### config.mk
export PLATFORM = sky130hd
export DESIGN_NAME = ddr_ring_addr_gen
export DESIGN_NICKNAME = d
export VERILOG_FILES = /design/src/rtl/ddr_ring_addr_gen.sv
export SDC_FILE = /design/constraint.sdc
export NUM_CORES = 1
export LEC_CHECK = 0
export ABC_AREA = 1
export CORE_MARGIN = 3
export CORE_UTILIZATION = 30
export CTS_CLUSTER_SIZE = 28
export DETAILED_ROUTE_END_ITERATION = 8
export PLACE_DENSITY = 0.59
export SYNTH_ARGS = -nofsm -noshare
export SYNTH_HDL_FRONTEND = slang
export SYNTH_SLANG_ARGS = --single-unit
### constraint.sdc
create_clock -name clk -period 3.2 [get_ports clk]
set_clock_uncertainty 0.2 [all_clocks]
set_input_delay 0.48 -clock clk [delete_from_list [all_inputs] [get_ports clk]]
set_output_delay 0.48 -clock clk [all_outputs]
set_load 0.01 [all_outputs]
### src/rtl/ddr_ring_addr_gen.sv
// rtl/ddr_ring_addr_gen.sv - DDR ring-buffer burst address generator with block-level flow control
module ddr_ring_addr_gen #(
    parameter int ADDR_WIDTH  = 25,
    parameter int BURST_LEN   = 2,
    parameter int BLOCK_WORDS = 1024,
    parameter int NUM_BLOCKS  = 4,
    parameter int BASE_ADDR   = 0,
    parameter int OVERWRITE   = 0,
    parameter int CW          = $clog2(NUM_BLOCKS + 1)
) (
    input  logic                  clk,
    input  logic                  reset,
    input  logic                  wr_addr_up,
    input  logic                  rd_addr_up,
    output logic [ADDR_WIDTH-1:0] wr_addr,
    output logic [ADDR_WIDTH-1:0] rd_addr,
    output logic                  write_en,
    output logic                  read_en,
    output logic [CW-1:0]         blocks_used,
    output logic                  wr_block_done,
    output logic                  rd_block_done,
    output logic                  drop,
    output logic                  wr_err,
    output logic                  rd_err
);

    localparam int OFF_W = (BLOCK_WORDS > 1) ? $clog2(BLOCK_WORDS) : 1;
    localparam int BLK_W = (NUM_BLOCKS > 1) ? $clog2(NUM_BLOCKS) : 1;
    localparam logic [OFF_W-1:0] OFF_LAST = OFF_W'(BLOCK_WORDS - BURST_LEN);
    localparam logic [OFF_W-1:0] OFF_STEP = OFF_W'(BURST_LEN);
    localparam logic [BLK_W-1:0] BLK_LAST = BLK_W'(NUM_BLOCKS - 1);
    localparam logic [CW-1:0]    USED_FULL = CW'(NUM_BLOCKS);

    logic [BLK_W-1:0] wr_blk, rd_blk, wr_blk_n, rd_blk_n;
    logic [OFF_W-1:0] wr_off, rd_off, wr_off_n, rd_off_n;
    logic [CW-1:0]    used, used_n;
    logic             wr_acc, rd_acc, wr_end, rd_end;
    logic             ovw, wr_err_n, rd_err_n;

    function automatic logic [ADDR_WIDTH-1:0] form_addr(input logic [BLK_W-1:0] blk,
                                                         input logic [OFF_W-1:0] off);
        return ADDR_WIDTH'(BASE_ADDR) + ADDR_WIDTH'(blk) * ADDR_WIDTH'(BLOCK_WORDS)
               + ADDR_WIDTH'(off);
    endfunction

    function automatic logic [BLK_W-1:0] blk_inc(input logic [BLK_W-1:0] blk);
        return (blk == BLK_LAST) ? '0 : blk + BLK_W'(1);
    endfunction

    // Next-state: step pointers on accepted strobes; a write into a full ring
    // (overwrite mode) evicts the block under the reader and swallows its strobe.
    always_comb begin
        wr_blk_n = wr_blk;
        rd_blk_n = rd_blk;
        wr_off_n = wr_off;
        rd_off_n = rd_off;
        used_n   = used;
        wr_end   = 1'b0;
        rd_end   = 1'b0;

        wr_acc   = wr_addr_up && write_en;
        wr_err_n = wr_addr_up && !write_en;
        ovw      = (OVERWRITE != 0) && wr_addr_up && (used == USED_FULL);
        rd_acc   = rd_addr_up && read_en && !ovw;
        rd_err_n = rd_addr_up && !read_en;

        if (wr_acc) begin
            if (wr_off == OFF_LAST) begin
                wr_off_n = '0;
                wr_blk_n = blk_inc(wr_blk);
                wr_end   = 1'b1;
            end else begin
                wr_off_n = wr_off + OFF_STEP;
            end
        end

        if (ovw) begin
            rd_off_n = '0;
            rd_blk_n = blk_inc(rd_blk);
        end else if (rd_acc) begin
            if (rd_off == OFF_LAST) begin
                rd_off_n = '0;
                rd_blk_n = blk_inc(rd_blk);
                rd_end   = 1'b1;
            end else begin
                rd_off_n = rd_off + OFF_STEP;
            end
        end

        case ({wr_end, rd_end || ovw})
            2'b10:   used_n = used + CW'(1);
            2'b01:   used_n = used - CW'(1);
            default: used_n = used;
        endcase
    end

    // State and registered outputs; reset wins over any strobe in the same cycle.
    always_ff @(posedge clk) begin
        if (reset) begin
            wr_blk        <= '0;
            rd_blk        <= '0;
            wr_off        <= '0;
            rd_off        <= '0;
            used          <= '0;
            wr_addr       <= ADDR_WIDTH'(BASE_ADDR);
            rd_addr       <= ADDR_WIDTH'(BASE_ADDR);
            write_en      <= 1'b1;
            read_en       <= 1'b0;
            wr_block_done <= 1'b0;
            rd_block_done <= 1'b0;
            drop          <= 1'b0;
            wr_err        <= 1'b0;
            rd_err        <= 1'b0;
        end else begin
            wr_blk        <= wr_blk_n;
            rd_blk        <= rd_blk_n;
            wr_off        <= wr_off_n;
            rd_off        <= rd_off_n;
            used          <= used_n;
            wr_addr       <= form_addr(wr_blk_n, wr_off_n);
            rd_addr       <= form_addr(rd_blk_n, rd_off_n);
            write_en      <= (OVERWRITE != 0) || (used_n != USED_FULL);
            read_en       <= (used_n != '0);
            wr_block_done <= wr_end;
            rd_block_done <= rd_end;
            drop          <= ovw;
            wr_err        <= wr_err_n;
            rd_err        <= rd_err_n;
        end
    end

    assign blocks_used = used;

endmodule
; ---- Yosys cells after proc, flatten, opt, wreduce, memory -nomap -nowiden
; Cells that the tools add are included.
[classes]
eq_ne = 7
n_mux = 15
n_reduce_logical = 7
add_sub_neg = 8
[ops]
columns = op, n
row1 = 2-to-1 mux 10 bit, 4
row2 = adder 12 x 10 -> 13 bit, 2
row3 = "adder 10 x 2 -> 10 bit, second input constant", 2
row4 = "== test 10 bit, second input constant", 2
row5 = 2-to-1 mux 2 bit, 6
row6 = "== test 2 bit, second input constant", 3
row7 = one-hot mux 3 bit (2 select lines), 1
row8 = "adder 2 x 1 -> 2 bit, second input constant", 2
row9 = logical AND 1 bit, 4
row10 = 2-to-1 mux 1 bit, 4
row11 = "adder 3 x 1 -> 3 bit, second input constant", 1
row12 = "inequality test 3 bit, second input constant", 1
row13 = nonzero test 3 bit, 1
row14 = "subtractor 3 x 1 -> 3 bit, second input constant", 1
row15 = "== test 2 x 1 -> 1 bit, second input constant", 1
row16 = logical NOT 1 bit, 2
[totals]
elab_cells = 50
reg_bits = 83
output_inout_bits = 60
input_bits = 4

; ---- Depth between registers and ports, before layout
; Gate-level depths: netlist of run 1.
[depth]
ltp_word = 6
ltp_mapped = 13

; ---- Least setup slack after synthesis of run 1
; Ideal clock, no wire load.
[synth_path]
path_kind = input -> register
start = in rd_addr_up
end = reg write_en
path_stages = 10
path_slack_ns = 0.724
t_arrival_ns = 2.152
t_required_ns = 2.875
cell_sequence = nand2_1 -> nor2_4 -> nand3_2 -> inv_1 -> ha_1 -> fa_1 -> or2_2 -> o21ai_0 -> nand2_1 -> nand3b_1
[synth_between]
elab_chain_len = 5
elab_cells_between_ends = 6
classes_between = eq/ne: 3 / mux: 2 / reduce/logical: 1
[synth_rtl]
columns = item, line
row1 = from (decl), 14  ; input logic rd_addr_up,
row2 = logical AND 1 bit *, 64  ; rd_acc = rd_addr_up && read_en && !ovw;
row3 = 2-to-1 mux 1 bit *, 80  ; end else if (rd_acc) begin
row4 = == test 2 x 1 -> 1 bit / == test 2 bit (equally long branches), 90  ; case ({wr_end, rd_end || ovw})
row5 = one-hot mux 3 bit (2 select lines) *, 90
row6 = inequality test 3 bit *, 122  ; write_en <= (OVERWRITE != 0) || (used_n != USED_FULL);
row7 = to (signal assigned), 122
row8 = to (decl), 17  ; output logic write_en,
; Every way passes the cells marked *; elsewhere a longest branch is shown, timed or not.
; A chain may end at the register's enable or synchronous reset.

; ---- Final worst setup path of run 1
[layout_path]
start = in wr_addr_up
end = reg write_en
[layout_between]
elab_chain_len = 5
elab_cells_between_ends = 6
classes_between = eq/ne: 3 / mux: 2 / reduce/logical: 1
[layout_rtl]
columns = item, line
row1 = from (decl), 13  ; input logic wr_addr_up,
row2 = logical AND 1 bit *, 61  ; wr_acc = wr_addr_up && write_en;
row3 = 2-to-1 mux 1 bit *, 67  ; if (wr_acc) begin
row4 = == test 2 x 1 -> 1 bit / == test 2 bit (equally long branches), 90
row5 = one-hot mux 3 bit (2 select lines) *, 90
row6 = inequality test 3 bit *, 122
; Marked as above.

==> flow_summary.yaml, run 1 <==
run_status:
  status: "finished, final reports clean"
sta:
  tns_ns: 0
  min_period_over_period: 0.862
  setup_violations: 0
  report.final.slew_viol_count: 0
  layout_min_cycle_time_ns: 2.76
  rsz0062_at_grt: "false"
  clock.fmax_mhz: 362
  hold_viol: 0
  timing.final.ws_setup_ns: 0.441
synth:
  synth_top_area_share: 0.361
  synth_top_area_cell: "dfxtp_1"
  synth_adder_area_share: 0.0481
  yosys.area_share.simple: 0.328
  synth_xor_area_frac: 0.0306
  synth_area_per_cell_um2: 7.47
  yosys-top-cells-area: "dfxtp_1 36%, buf_4 13%, nand2_1 11%, inv_1 6.1%, nand3_1 5.8%"
  synth_compound_area_frac: 0.0320
  ys_types: 28
  synth_edf_count: 0
  syn_inst: 230
  netlist_area_um2: 1720
  synthMuxAreaShare: 0
  synth_top_family_by_area: "simple AND/OR/NAND/NOR gates"
  yosys_warnings: 0
  synth.yosys.seq_area_share: 0.361
  yosys_most_used_dff: "dfxtp_1"
  synth_seq_cells: 31
  ys_async_sr_fraction: 0
clock_tree:
  cts_resized: 0
  postCtsHoldBufs: 0
  cts.clk_slew.worst_paths_ns: 0.06
  cts-root-buf: "clkbuf_8"
  cts_htree_levels: 2
  cts_buffers: 5
  clock-sinks: 31
  tritoncts: "built"
  clk_latency_ns: 0.28
  post-cts-setup-buffer-count: 0
  cts_buffer_depth: 2
floorplanning:
  ios: 64
  core_area_um2: 5340
  die_h_um: 81.7
  row_count: 26
  dieWidth_um: 81.7
  initial_utilization: 0.322
  die-area_um2: 6670
detailed_routing:
  vias_per_cell: 4.09
  avgRoutedWirePerCell_um: 9.95
  postRouteAntennaNets: 0
  dr.pass1.iters: 4
  vias: 1395
  drt-total-wl_um: 3390
  drc: 0
  first_iter_violations: 34
placement:
  place_congestion: 0.812
  dp.final_hpwl_um: 2640
  place_area_um2: 2040
  portBuffers: 34
  post-place-ws_ns: 0.134
  placed_cells: 333
worst_setup_path:
  cp-end-kind: "register"
  r2r_end: "write_en"
  arrival_ns: 2.72
  timing.rr.start: "wr_off[6]"
  r2r_cells: 11
  worst-setup-path-type: "primary input to register"
  cp-start-kind: "primary input"
  crit_fanout: 7
  r2r_slack_ns: 0.69
  cp.required_ns: 3.16
global_route:
  grtUsageTotal: 0.116
  grt-ovfl-total: 0
  grt_pass1_wl_um: 5900
  antenna_found_initial: 0
  grt_max_degree: 20
  grt_pass1_vias: 1313
power_and_ir_drop:
  power_frac_comb: 0.070
  ir_worst_vdd_uv: 182
  p_sw_w: 0.000175
  finalPower_w: 0.000733
  pwr-share-seq: 0.536
  leakage_nw: 1.00
  p_int_w: 0.000558
  pwr-share-clk: 0.393
  p_sw_frac: 0.238
  p_per_area_nw_per_um2: 346
hold_path:
  holdPathEnd: "rd_err"
  worstHoldPathType: "register to register"
  hold_start: "read_en"
  hold_depth: 1
final_layout:
  layout.nets: 280
  fin_area_um2: 2120
  insertedDiodeCount: 0
  drive_gt1_frac: 0.0886
  syn2layout_area_growth_pct: 23.4
  layout.cells.non_filler: 341
run:
  max_cap_viol_count: 0
-- through the flow --
| stage | util | hold WS [ns] |
|---|---|---|
| floorplan | - | 0.265 |
| global placement | 0.382 | 0.279 |
| detailed placement | 0.382 | 0.265 |
| CTS | 0.397 | 0.281 |
| global route | 0.397 | 0.326 |
| finish | 0.397 | 0.275 |
-- power groups by stage --
stage / combinational, W / sequential (W) / clock, W
2_1_floorplan: 0.0000586 / 0.000403 / 0
3_3_place_gp: 0.0000512 / 0.000402 / 0
3_5_place_dp: 0.0000510 / 0.000402 / 0
4_1_cts: 0.0000512 / 0.000393 / 0.000303
5_1_grt: 0.0000592 / 0.000393 / 0.000319
6_report: 0.0000516 / 0.000393 / 0.000288
-- cell families (layout without fill, tap and decap cells) --
family / after synthesis / after routing
flops: 31 / 31
fa+ha+maj: 6 / 6
compound gates: 10 / 10
simple gates: 115 / 115
xor+xnor: 6 / 6
other cells: 1 / 29
buf+inv: 61 / 74
-- routing by layer --
metal,wire length [um],part of all wire,GRT usage,vias up
met5,0,0,0,-
met4,60,0.018,0.0548,0
met3,241,0.071,0.0373,5
met2,1530,0.45,0.184,44
met1,1560,0.46,0.141,606
li1,-,-,-,740
-- area by class of cell --
cell class                      instances  area (um2)
Fill cell                             560        3220
Multi-Input combinational cell        166         862
Sequential cell                        31         621
Timing Repair Buffer                   36         355
Inverter                               30         113
Tap cell                               70        87.6
Clock buffer                            7        76.3
Clock inverter                          1        5.00
-- worst max path at each step --
stage               startpoint  endpoint  slack, ns  cells past startpoint
detailed placement  wr_addr_up  write_en       0.13                     10
finish              wr_addr_up  write_en       0.44                     10
global placement    wr_addr_up  write_en       0.18                     10
global route        wr_addr_up  write_en       0.25                     10
floorplan           rd_addr_up  write_en       0.72                     10
CTS                 wr_addr_up  write_en       0.43                     10
-- worst max-delay path: stages --
cell and delay, ns:
clkdlybuf4s50_1 0.54, nand2_2 0.14, nor3_4 0.17, nand2_4 0.11, ha_1 0.25, fa_1 0.42, or2_2 0.27, o21ai_0 0.10
nand2_1 0.09, nand3b_1 0.15
-- cell usage in the layout, fill, tap and decap left out, types with 2 or more instances in the layout --
cell type and count:
buf_4 2, nor2_4 5, clkdlybuf4s50_1 34, inv_2 2, xor2_1 4, nor3_1 3, conb_1 29, ha_1 5
nor2_2 2, nand2_2 2, nand3_1 20, o21bai_1 2, clkbuf_1 2, nand4_1 4, nand2_1 49, xnor2_1 2
dfxtp_1 31, o21ai_0 4, nor2_1 23, a21oi_1 4, clkbuf_8 5, inv_1 28
-- flip-flops by register name, indices dropped and copies added, names as in the netlist --
register / cells
rd_block_done: 1
wr_off: 8
rd_blk: 2
wr_block_done: 1
wr_blk: 1
write_en: 1
blocks_used: 3
wr_err: 1
rd_off: 8
rd_err: 1
read_en: 1
rd_addr: 1
wr_addr: 2
-- synthesized netlist by cell type, types with 3 or more instances --
cell	n
inv_1	28
a21oi_1	4
nor2_1	23
xor2_1	4
nor3_1	3
nand2_1	49
nand4_1	4
ha_1	5
buf_4	29
nor2_4	5
o21ai_0	4
dfxtp_1	31
nand3_1	20
Note: power is estimated with default switching activity, not from simulation.
==> inputs of run 2 (changes only) <==
ABC_AREA = default   (was 1)
==> flow_summary.yaml, run 2 <==
synth:
  yosys_warnings: 0
  ys_async_sr_fraction: 0
  synth.yosys.seq_area_share: 0.367
  netlist_area_um2: 1690
  yosysMostFrequentCell: "dfxtp_1"
  synth_edf_count: 0
  synth_area_per_cell_um2: 9.08
  syn_inst: 186
  synth_seq_cells: 31
  yosys_most_used_dff: "dfxtp_1"
  ys_types: 43
  synth_top_area_cell: "dfxtp_1"
  synth_top_area_share: 0.367
  synthTopCellsByCount: "31 x dfxtp_1, 29 x buf_4, 13 x nand2_1"
  yosys-top-cells-area: "dfxtp_1 37%, buf_4 13%, ha_1 3.7%, nand2_1 2.9%, or3_1 2.6%"
worst_setup_path:
  arrival_ns: 2.89
  crit_fanout: 2
  crit_end: "write_en"
  r2r_cells: 8
  r2r_end: "write_en"
  r2r_slack_ns: 0.47
  setup.worst_path.start: "wr_addr_up"
  cp.required_ns: 3.17
  worst-setup-path-type: "primary input to register"
  timing.rr.start: "wr_off[4]"
  cp-end-kind: "register"
  cp-start-kind: "primary input"
floorplanning:
  dieWidth_um: 81.0
  row_count: 26
  die_h_um: 81.0
  ios: 64
  die-area_um2: 6570
  core_area_um2: 5270
  initial_utilization: 0.321
power_and_ir_drop:
  leakage_nw: 0.811
  finalPower_w: 0.000763
  power_frac_comb: 0.087
  p_per_area_nw_per_um2: 356
  ir_worst_vdd_uv: 171
  p_sw_frac: 0.255
  p_sw_w: 0.000194
  pwr-share-seq: 0.528
  p_int_w: 0.000569
  pwr-share-clk: 0.385
final_layout:
  layout.nets: 241
  seq_area_um2: 621
  multiInputGateArea_um2: 901
  fill_cells: 547
  final_cell_mix: "34 x clkdlybuf4s50_1, 31 x dfxtp_1, 29 x conb_1"
  insertedDiodeCount: 0
  drive_gt1_frac: 0.112
  final_common_cell: "clkdlybuf4s50_1"
  syn2layout_area_growth_pct: 27.0
detailed_routing:
  drc: 0
  first_iter_violations: 85
  vias: 1374
  avgRoutedWirePerCell_um: 11.7
  drt-total-wl_um: 3520
  vias_per_cell: 4.55
  postRouteAntennaNets: 0
  dr.pass1.iters: 4
sta:
  hold_viol: 0
  max_slew_margin: 0.625
  tns_ns: 0
  clock.fmax_mhz: 343
  report.final.slew_viol_count: 0
  worstMarginPinSlew_ns: 0.561
  setup_violations: 0
  min_period_over_period: 0.912
  layout_min_cycle_time_ns: 2.92
  rsz0062_at_grt: "false"
global_route:
  grt_max_degree: 17
  grtUsageTotal: 0.111
  antenna_found_initial: 0
  grt_pass1_wl_um: 5780
  grt_pass1_vias: 1224
  grt-ovfl-total: 0
clock_tree:
  post-cts-setup-buffer-count: 0
  cts-root-buf: "clkbuf_8"
  cts_buffers: 5
  cts_htree_levels: 2
  clk_latency_ns: 0.27
  postCtsHoldBufs: 0
  tritoncts: "built"
  cts_resized: 0
  cts.clk_slew.worst_paths_ns: 0.07
  cts_buffer_depth: 2
  clock-sinks: 31
hold_path:
  hold_start: "rd_blk[1]"
  worstHoldPathType: "register to register"
placement:
  portBuffers: 34
  dp.final_hpwl_um: 2650
  place_congestion: 0.718
run_status:
  status: "finished, final reports clean"
run:
  max_cap_viol_count: 0
==> run 2: changes by cell type after synthesis, moves of 5 or more <==
cell,change
nor2_4,-5
nand3_1,-13
nor2_1,-18
nand2_1,-36
or3_1,+7
inv_1,-23
==> run 2: kinds of logic after synthesis <==
| logic type | Yosys count | synth area share |
|---|---|---|
| AOI/OAI and AO/OA | 32 | 0.121 |
| xor gates and xnor gates | 5 | 0.0259 |
| adders and majority gates | 6 | 0.0489 |
| buffers and inverters | 40 | 0.161 |
| DFF | 31 | 0.367 |
| muxes | 6 | 0.0393 |
| other | 1 | 0.00222 |
| and+or+nand+nor | 65 | 0.233 |
==> run 2: routing by layer <==
| layer | share of wire | GRT usage |
|---|---|---|
| met3 | 0.051 | 0.0310 |
| met1 | 0.49 | 0.154 |
| met5 | 0 | 0 |
| met4 | 0.0082 | 0.0321 |
| met2 | 0.45 | 0.168 |
==> run 2: worst min path at each step <==
stage,endpoint,slack (ns),cells after the start
after floorplan,rd_blk[1],0.29,2
after global placement,rd_blk[1],0.27,2
after detailed placement,rd_blk[1],0.28,2
after CTS,rd_blk[1],0.29,2
after global routing,wr_addr[11],0.33,2
final,rd_blk[1],0.29,2
==> run 2: final cells by class <==
type	count	share of cell area
multi-input combinational	143	0.420
sequential	31	0.289
timing repair buffer	44	0.194
tap	70	0.0408
clock buffer	5	0.0321
inverter	6	0.0169
clock inverter	3	0.00700
==> run 2: power groups by stage <==
stage / Combinational (W) / Sequential, W / Clock, W
after floorplan: 0.0000611 / 0.000413 / 0
after global placement: 0.0000657 / 0.000412 / 0
after detailed placement: 0.0000656 / 0.000412 / 0
after CTS: 0.0000663 / 0.000403 / 0.000305
after global routing: 0.0000745 / 0.000404 / 0.000325
final: 0.0000663 / 0.000403 / 0.000294
==> run 2: critical path: stages <==
cell and delay [ns]:
clkdlybuf4s50_1 0.52, nand4_4 0.13, nor4_4 0.30, inv_1 0.08, ha_1 0.23, fa_1 0.40
xnor2_1 0.14, or3_1 0.32, a211o_1 0.29
==> run 2: metrics by stage <==
step                instances  instance area, um2  hold WS [ns]   util  setup slack, ns
detailed placement        294                2060         0.278  0.391          -0.0144
floorplan                 214                1790         0.294      -            0.349
global route              302                2140         0.331  0.407            0.172
global placement          294                2060         0.273  0.391           0.0434
finish                    302                2140         0.290  0.407            0.281
CTS                       302                2140         0.291  0.407            0.272
